File: src/rtl/ps2_rx_fifo.sv
// PS/2 device-to-host receiver that pushes {frm_err, par_err, data} into a first-word-fall-through FIFO.
// The PS/2 clock is inhibited on a host hold request and, optionally, while the FIFO is full.
`timescale 1ns/1ps
module ps2_rx_fifo #(
  parameter int FIFO_DEPTH   = 8,
  parameter int TIMEOUT_CYC  = 100000,
  parameter int AUTO_INHIBIT = 1
) (
  input  logic                            clk,
  input  logic                            rst_n,
  input  logic                            ps2_clk_i,
  input  logic                            ps2_data_i,
  output logic                            ps2_clk_o,
  output logic                            ps2_clk_w,
  input  logic                            hold_req,
  input  logic                            rx_en,
  input  logic                            rd_en,
  output logic [7:0]                      rd_data,
  output logic                            rd_par_err,
  output logic                            rd_frm_err,
  output logic                            empty,
  output logic                            full,
  output logic [$clog2(FIFO_DEPTH+1)-1:0] count,
  output logic                            overflow,
  output logic                            timeout,
  output logic                            rx_idle,
  input  logic                            clr_ovf
);

  localparam int AW = $clog2(FIFO_DEPTH);
  localparam int CW = $clog2(FIFO_DEPTH + 1);
  localparam int TW = $clog2(TIMEOUT_CYC + 1);

  typedef enum logic [1:0] {IDLE = 2'd0, RECV = 2'd1, HOLD = 2'd2} state_t;

  state_t        state, state_nxt;
  logic          ps2_clk_p0, ps2_clk_p1, ps2_clk_p2;
  logic          ps2_data_p0, ps2_data_p1;
  logic          fall;
  logic [10:0]   frame, frame_sh;
  logic [3:0]    bit_cnt;
  logic [TW-1:0] to_cnt;
  logic          start_frame, stop_edge, to_hit;
  logic [9:0]    push_word;
  logic [9:0]    mem [FIFO_DEPTH];
  logic [AW-1:0] wr_ptr, rd_ptr;
  logic          pop, wr_ok, ovf_set;

  // Stage p0/p1: two-flop synchronisers (idle level 1); p2 keeps the previous synchronised clock.
  always_ff @(posedge clk) begin
    if (!rst_n) begin
      ps2_clk_p0  <= 1'b1;
      ps2_clk_p1  <= 1'b1;
      ps2_clk_p2  <= 1'b1;
      ps2_data_p0 <= 1'b1;
      ps2_data_p1 <= 1'b1;
    end else begin
      ps2_clk_p0  <= ps2_clk_i;
      ps2_clk_p1  <= ps2_clk_p0;
      ps2_clk_p2  <= ps2_clk_p1;
      ps2_data_p0 <= ps2_data_i;
      ps2_data_p1 <= ps2_data_p0;
    end
  end

  assign fall      = ps2_clk_p2 & ~ps2_clk_p1;
  assign frame_sh  = {ps2_data_p1, frame[10:1]};
  assign push_word = {frame_sh[0] | ~frame_sh[10], ~(^frame_sh[9:1]), frame_sh[8:1]};

  always_ff @(posedge clk) begin
    if (!rst_n) state <= IDLE;
    else        state <= state_nxt;
  end

  always_comb begin
    state_nxt   = state;
    start_frame = 1'b0;
    stop_edge   = 1'b0;
    to_hit      = 1'b0;
    case (state)
      IDLE: begin
        if (hold_req) begin
          state_nxt = HOLD;
        end else if (fall && !ps2_data_p1 && rx_en) begin
          state_nxt   = RECV;
          start_frame = 1'b1;
        end
      end
      RECV: begin
        if (fall) begin
          if (bit_cnt == 4'd10) begin
            stop_edge = 1'b1;
            state_nxt = IDLE;
          end
        end else if (to_cnt == TW'(TIMEOUT_CYC)) begin
          to_hit    = 1'b1;
          state_nxt = IDLE;
        end
      end
      HOLD: begin
        if (!hold_req) state_nxt = IDLE;
      end
      default: state_nxt = IDLE;
    endcase
  end

  // Stage p1 -> frame: shift register is filled from the top so the start bit lands in bit 0.
  always_ff @(posedge clk) begin
    if (!rst_n) begin
      frame   <= '0;
      bit_cnt <= '0;
      to_cnt  <= '0;
    end else if (start_frame) begin
      frame   <= {ps2_data_p1, 10'd0};
      bit_cnt <= 4'd1;
      to_cnt  <= '0;
    end else if (stop_edge || to_hit) begin
      frame   <= '0;
      bit_cnt <= '0;
      to_cnt  <= '0;
    end else if (state == RECV) begin
      if (fall) begin
        frame   <= frame_sh;
        bit_cnt <= bit_cnt + 4'd1;
        to_cnt  <= '0;
      end else begin
        to_cnt  <= to_cnt + TW'(1);
      end
    end
  end

  assign pop     = rd_en & ~empty;
  assign wr_ok   = stop_edge & (~full | pop);
  assign ovf_set = stop_edge & full & ~pop;

  always_ff @(posedge clk) begin
    if (wr_ok) mem[wr_ptr] <= push_word;
  end

  always_ff @(posedge clk) begin
    if (!rst_n) begin
      wr_ptr   <= '0;
      rd_ptr   <= '0;
      count    <= '0;
      overflow <= 1'b0;
    end else begin
      if (wr_ok) wr_ptr <= wr_ptr + AW'(1);
      if (pop)   rd_ptr <= rd_ptr + AW'(1);
      if (wr_ok && !pop)      count <= count + CW'(1);
      else if (!wr_ok && pop) count <= count - CW'(1);
      // A drop in the same cycle as a clear leaves the flag set.
      if (ovf_set)      overflow <= 1'b1;
      else if (clr_ovf) overflow <= 1'b0;
    end
  end

  assign empty = (count == '0);
  assign full  = (count == CW'(FIFO_DEPTH));
  assign {rd_frm_err, rd_par_err, rd_data} = empty ? 10'd0 : mem[rd_ptr];

  assign ps2_clk_o = 1'b0;
  assign ps2_clk_w = (state == HOLD) | ((AUTO_INHIBIT != 0) & (state == IDLE) & full);
  assign timeout   = to_hit;
  assign rx_idle   = (state == IDLE);

endmodule
File: config.mk
export PLATFORM = sky130hd
export DESIGN_NAME = ps2_rx_fifo
export DESIGN_NICKNAME = d
export VERILOG_FILES = /design/src/rtl/ps2_rx_fifo.sv
export SDC_FILE = /design/constraint.sdc
export NUM_CORES = 1
export LEC_CHECK = 0
export CAP_MARGIN = 20
export CORE_ASPECT_RATIO = 0.7
export CORE_MARGIN = 3
export CORE_UTILIZATION = 45
export CTS_BUF_LIST = sky130_fd_sc_hd__clkbuf_2
export DETAILED_ROUTE_END_ITERATION = 10
export PLACE_DENSITY = 0.66
export SLEW_MARGIN = 10
export SYNTH_ARGS = -nofsm -noshare
export SYNTH_HDL_FRONTEND = slang
export SYNTH_SLANG_ARGS = --single-unit
File: constraint.sdc
create_clock -name clk -period 2.55 [get_ports clk]
set_input_delay 0.51 -clock clk [delete_from_list [all_inputs] [get_ports clk]]
set_output_delay 0.51 -clock clk [all_outputs]
set_load 0.02 [all_outputs]
---- Word-level counts from Yosys, hierarchy flattened ----
Memory sizes are Yosys's and may differ from the RTL's. A register that Yosys moved wholly into a read port is not among the register bits.
Cells that the tools add are included.
word-level totals
  output and inout bits ................... 21
  register bits ........................... 50
  word-level logic and storage cells ...... 100
  memories kept ........................... 1
  memory bits (writable) .................. 80
memories
  memory  words  bits a word  rd ports  clocked after memory_dff  wr ports  RTL line  RTL
  mem     8      10           1         1                         1         45        logic [9:0] mem [FIFO_DEPTH];
operators by class
  equal/unequal tests ..................... 9
  add/sub/neg operators ................... 6
  reduce and logical (&&, ||, !) cells .... 19
  bitwise logic cells ..................... 16
  muxes and demuxes ....................... 34
operators with widths
  cell                                              count
  2-to-1 mux 11 bit                                 4
  adder 17 x 1 -> 17 bit, second input constant     1
  == test 17 bit, second input constant             1
  2-to-1 mux 1 bit                                  17
  2-to-1 mux 17 bit                                 1
  2-to-1 mux 2 bit                                  6
  2-to-1 mux 10 bit                                 1
  XOR reduction 9 bit                               1
  adder 4 x 1 -> 4 bit, second input constant       2
  == test 4 bit, second input constant              2
  2-to-1 mux 4 bit                                  2
  NOT 1 bit                                         7
  adder 3 x 1 -> 3 bit, second input constant       2
  AND 1 bit                                         6
  2-to-1 mux 3 bit                                  2
  inequality test 3 bit, second input constant      2
  one-hot mux 2 bit (3 select lines)                1
  nonzero test 3 bit                                2
  logical AND 1 bit                                 4
  logical NOT 4 bit                                 1
  AND reduction 2 bit                               2
  AND reduction 4 bit                               1
  nonzero test 2 bit                                2
  subtractor 4 x 1 -> 4 bit, second input constant  1
  other kinds (9)                                   13

---- Logic depth before layout (Yosys ltp) ----
  depth after elaboration ................. 9
  depth in mapped cells ................... 13
  depth with buffers taken out ............ 12

---- Least setup slack after synthesis ----
OpenSTA, ideal clock, no wires.
  path kind ............................... reg2reg
  from .................................... register count[0]
  to ...................................... register count[3]
  arrival ................................. 2,652 ps
  slack ................................... -174 ps
  stages on the path, launching flop included .. 11
  buffers on the path ..................... 0
  period minus slack after synthesis ...... 2,724 ps
  path through ............................ dfxtp_1 or4b_4 o211ai_4 inv_1 ha_1 inv_1 ha_1 a21o_1 a21oi_1 mux2i_1 mux2i_1
between the ends
  word-level cells in the longest chain between the ends .. 8
  elaborated cells on any way between the ends .. 16
  those cells by class .................... add/sub (2); eq/ne (1); mux (2); bitwise (5); reduce/logical (6)
RTL lines
  item                                 RTL line  RTL
  start, declared                      23        output logic [$clog2(FIFO_DEPTH+1)-1:0] count,
  start signal, assigned               149       if (wr_ok && !pop) count <= count + CW'(1);
  start signal, assigned               150       else if (!wr_ok && pop) count <= count - CW'(1);
  logical NOT 4 bit                    157       assign empty = (count == '0);
  NOT 1 bit                            132       assign pop = rd_en & ~empty;
  AND 1 bit                            132
  bitwise OR 1 bit *                   133       assign wr_ok = stop_edge & (~full | pop);
  AND 1 bit *                          133
  net wr_ok                            47        logic pop, wr_ok, ovf_set;
  logical NOT 1 bit                    150
  logical AND 1 bit                    150
  nonzero test 2 bit (no source line)  --
The timed path passes the listed nets; every way through them passes the cells marked *. The select of a mux whose other input is x is not followed.
A chain may end at the register's enable or synchronous reset.

==> summary.txt <==
STA
  – Slew @ Worst Pin: 0.793 ns
  – Setup violators final: 10
  – Relative slew slack: 0.467
  – RSZ-0062 raised after global routing: yes
  – Max Slew Vio Count: 0
  – Hold Vio Cnt, Final: 0
  – Final Cycle Share: 1.06
  – Final Critical Period: 2.70 ns
  – WHS: 0.375 ns
  – Fin Clk Skew: 0.0475 ns
  – Fmax: 370 MHz
  – Post-route setup slack: -0.153 ns

Setup path
  – Worst Reg-to-Reg Cells: 10
  – Worst Setup Start Kind: register
  – Worst-path maximum fanout: 7
  – Crit path kind: register to primary output
  – CP Data Required Time: 2.04 ns
  – CP arrival: 2.19 ns
  – Endpoint class of the critical path: primary output

Clocking
  – Skew-Pair Late Insertion Delay: 0.68 ns
  – Clock net sink count: 132
  – Clock transition at path regs: 0.23 ns
  – Clk buf depth: 2
  – Hold Buf Count CTS: 0
  – CTS tree: done
  – Root Buffer: clkbuf_2
  – Total CTS buffers: 17
  – # H-tree levels: 4

Die
  – Initial Util: 0.471
  – Core Area: 12000 µm²
  – Die H: 99.9 µm
  – IO Pins: 29
  – Die W: 140 µm
  – Row count: 33
  – Die area: 14000 µm²

Synthesis
  – Syn_nets: 429
  – Post-synth EDFFs: 80
  – Post-synth top area share: 0.424
  – FF+latch count, synth: 132
  – Main flop type after synthesis: edfxtp_1
  – Async set or reset register ratio after synthesis: 0
  – Post-synthesis sequential area ratio: 0.608
  – Syn Inst Count: 411
  – Netlist cell types: 55
  – Most frequent cells after synthesis: edfxtp_1 (80), dfxtp_1 (52), nor2_1 (34)
  – Number of synthesis warnings: 0
  – Syn avg cell area: 13.8 µm²
  – Largest cells by area after synthesis: edfxtp_1 (42%), dfxtp_1 (18%), mux4_2 (8.0%), mux2i_1 (2.8%), xnor2_1 (2.6%)
  – Post-Syn Area: 5660 µm²
  – Synth area leader: edfxtp_1
  – Top-count cell post-synth: edfxtp_1

Global route
  – Largest net degree at the start of global routing: 21
  – Initial antenna violation count: 0
  – Overall routing resource usage: 0.173
  – Total grt overflow: 0
  – Vias in the first global route: 3532
  – Global-route wire length before repair: 18.7 mm

Finish
  – P&R area growth vs syn: 19.2%
  – Non-Filler Instances: 645
  – Fillers: 964
  – Fin nets: 493
  – Share of cells above drive strength 1: 0.311
  – Ant diodes: 0
  – Cell area after layout: 6750 µm²

Place
  – Dpl hpwl: 7.51 mm
  – GPL Wtd Cong: 0.804
  – DP Area: 6320 µm²
  – Port bufs: 27
  – Post-Place Cells: 603

Routing
  – Drt wl/cell: 17.6 µm
  – Post-route ant nets: 0
  – Vias: 3464
  – Initial drt markers: 278
  – DRC: 0
  – Final WL: 11.3 mm
  – DR pass1 iterations: 4
  – DR vias/cell: 5.37

Status
  – Status: finished, violations left
  – Failing checks: negative setup slack

Power
  – Cell Pwr Density: 750 nW/µm²
  – Lkg Pwr: 2.36 nW
  – VDD IR max: 0.000763 V

Worst hold path
  – Hold Path Depth: 2
  – HP Class: input port to register

Flow run
  – Max-cap violations: 0
## power by group
| group | switching [mW] | internal, mW | leakage [nW] | total, mW |
|---|---|---|---|---|
| clock | 0.881 | 0.403 | 0.145 | 1.28 |
| sequential | 0.0447 | 2.30 | 1.18 | 2.34 |
| combinational | 0.679 | 0.757 | 1.04 | 1.44 |
## layer usage
metal / vias up / track usage / share of wire
met5: - / 0 / 0
met2: 74 / 0.275 / 0.46
li1: 1659 / - / -
met1: 1725 / 0.241 / 0.48
met3: 6 / 0.0467 / 0.046
met4: 0 / 0.0380 / 0.0069
## per-stage QoR
step | power [mW] | TNS (ns) | util | setup WS (ns)
3_5_place_dp | 3.63 | -0.0358 | 0.526 | -0.0358
3_3_place_gp | 3.62 | 0 | 0.526 | 0.0444
4_1_cts | 5.12 | -2.22 | 0.555 | -0.234
5_1_grt | 5.33 | -3.13 | 0.562 | -0.369
2_1_floorplan | 3.08 | 0 | - | 0.00591
6_report | 5.06 | -1.07 | 0.562 | -0.153
## cell usage in the layout (no fill, tap or decap), drive strengths merged, types with 9 or more instances in the layout
master and instances:
a21oi 12, mux2i 16, nor3 21, clkdlybuf4s50 12, ha 9, mux4 20
edfxtp 80, clkbuf 17, inv 20, xnor2 17, nand2b 14, nor2 35
dfxtp 52, o21ai 9, nand2 15, buf 55, a22oi 11
## worst paths after layout
path | startpoint | end | slack (ns)
worst max-delay path | register | rd_frm_err | -0.15
worst min-delay path | ps2_data_i | ps2_data_p0 | 0.38
worst max register to register | count[1] | count[3] | 0.12
worst min register to register | ps2_clk_p0 | ps2_clk_p1 | 0.46
## area by class of cell
cell class,count,area (µm²),share of cell area
Inverter,9,36.3,0.00538
Clock inverter,15,160,0.0237
Timing Repair Buffer,68,638,0.0945
Multi-Input combinational cell,247,2170,0.321
Tap cell,157,196,0.0291
Clock buffer,17,85.1,0.0126
Sequential cell,132,3460,0.513
## flip-flops by register name, indices dropped and copies added (netlist names), named ones only
| signal | flops |
|---|---|
| bit_cnt | 4 |
| ps2_data_p1 | 1 |
| wr_ptr | 3 |
| mem | 80 |
| ps2_clk_p2 | 1 |
| frame | 10 |
| overflow | 1 |
| rd_ptr | 3 |
| ps2_clk_p0 | 1 |
| ps2_data_p0 | 1 |
| state | 2 |
| to_cnt | 17 |
| ps2_clk_p1 | 1 |
| count | 4 |
## critical path: stages (launching register included)
cell	delay [ns]
dfxtp_4	0.42
buf_12	0.14
buf_12	0.14
mux4_2	0.49
mux2i_1	0.14
nor2_1	0.05
buf_4	0.15
## kinds of logic (layout without fill, tap and decap cells)
family / after synthesis / count (layout) / synth area share
DFF: 132 / 132 / 0.608
buffers and inverters: 32 / 109 / 0.0283
muxes: 36 / 36 / 0.108
and+or+nand+nor: 136 / 136 / 0.144
adders and majority gates: 10 / 10 / 0.0234
other: 1 / 1 / 0.000662
AOI/OAI and AO/OA: 42 / 42 / 0.0539
xor gates and xnor gates: 22 / 22 / 0.0340
## repair_timing
item / 4_1_cts / 5_1_grt
setup endpoints to repair: 15 / 14
setup buffers: 7 / 3
pin swaps: 4 / 9
cloned: 1 / 0
resized for setup: 72 / 20
Power figures use the tool's default switching activity.
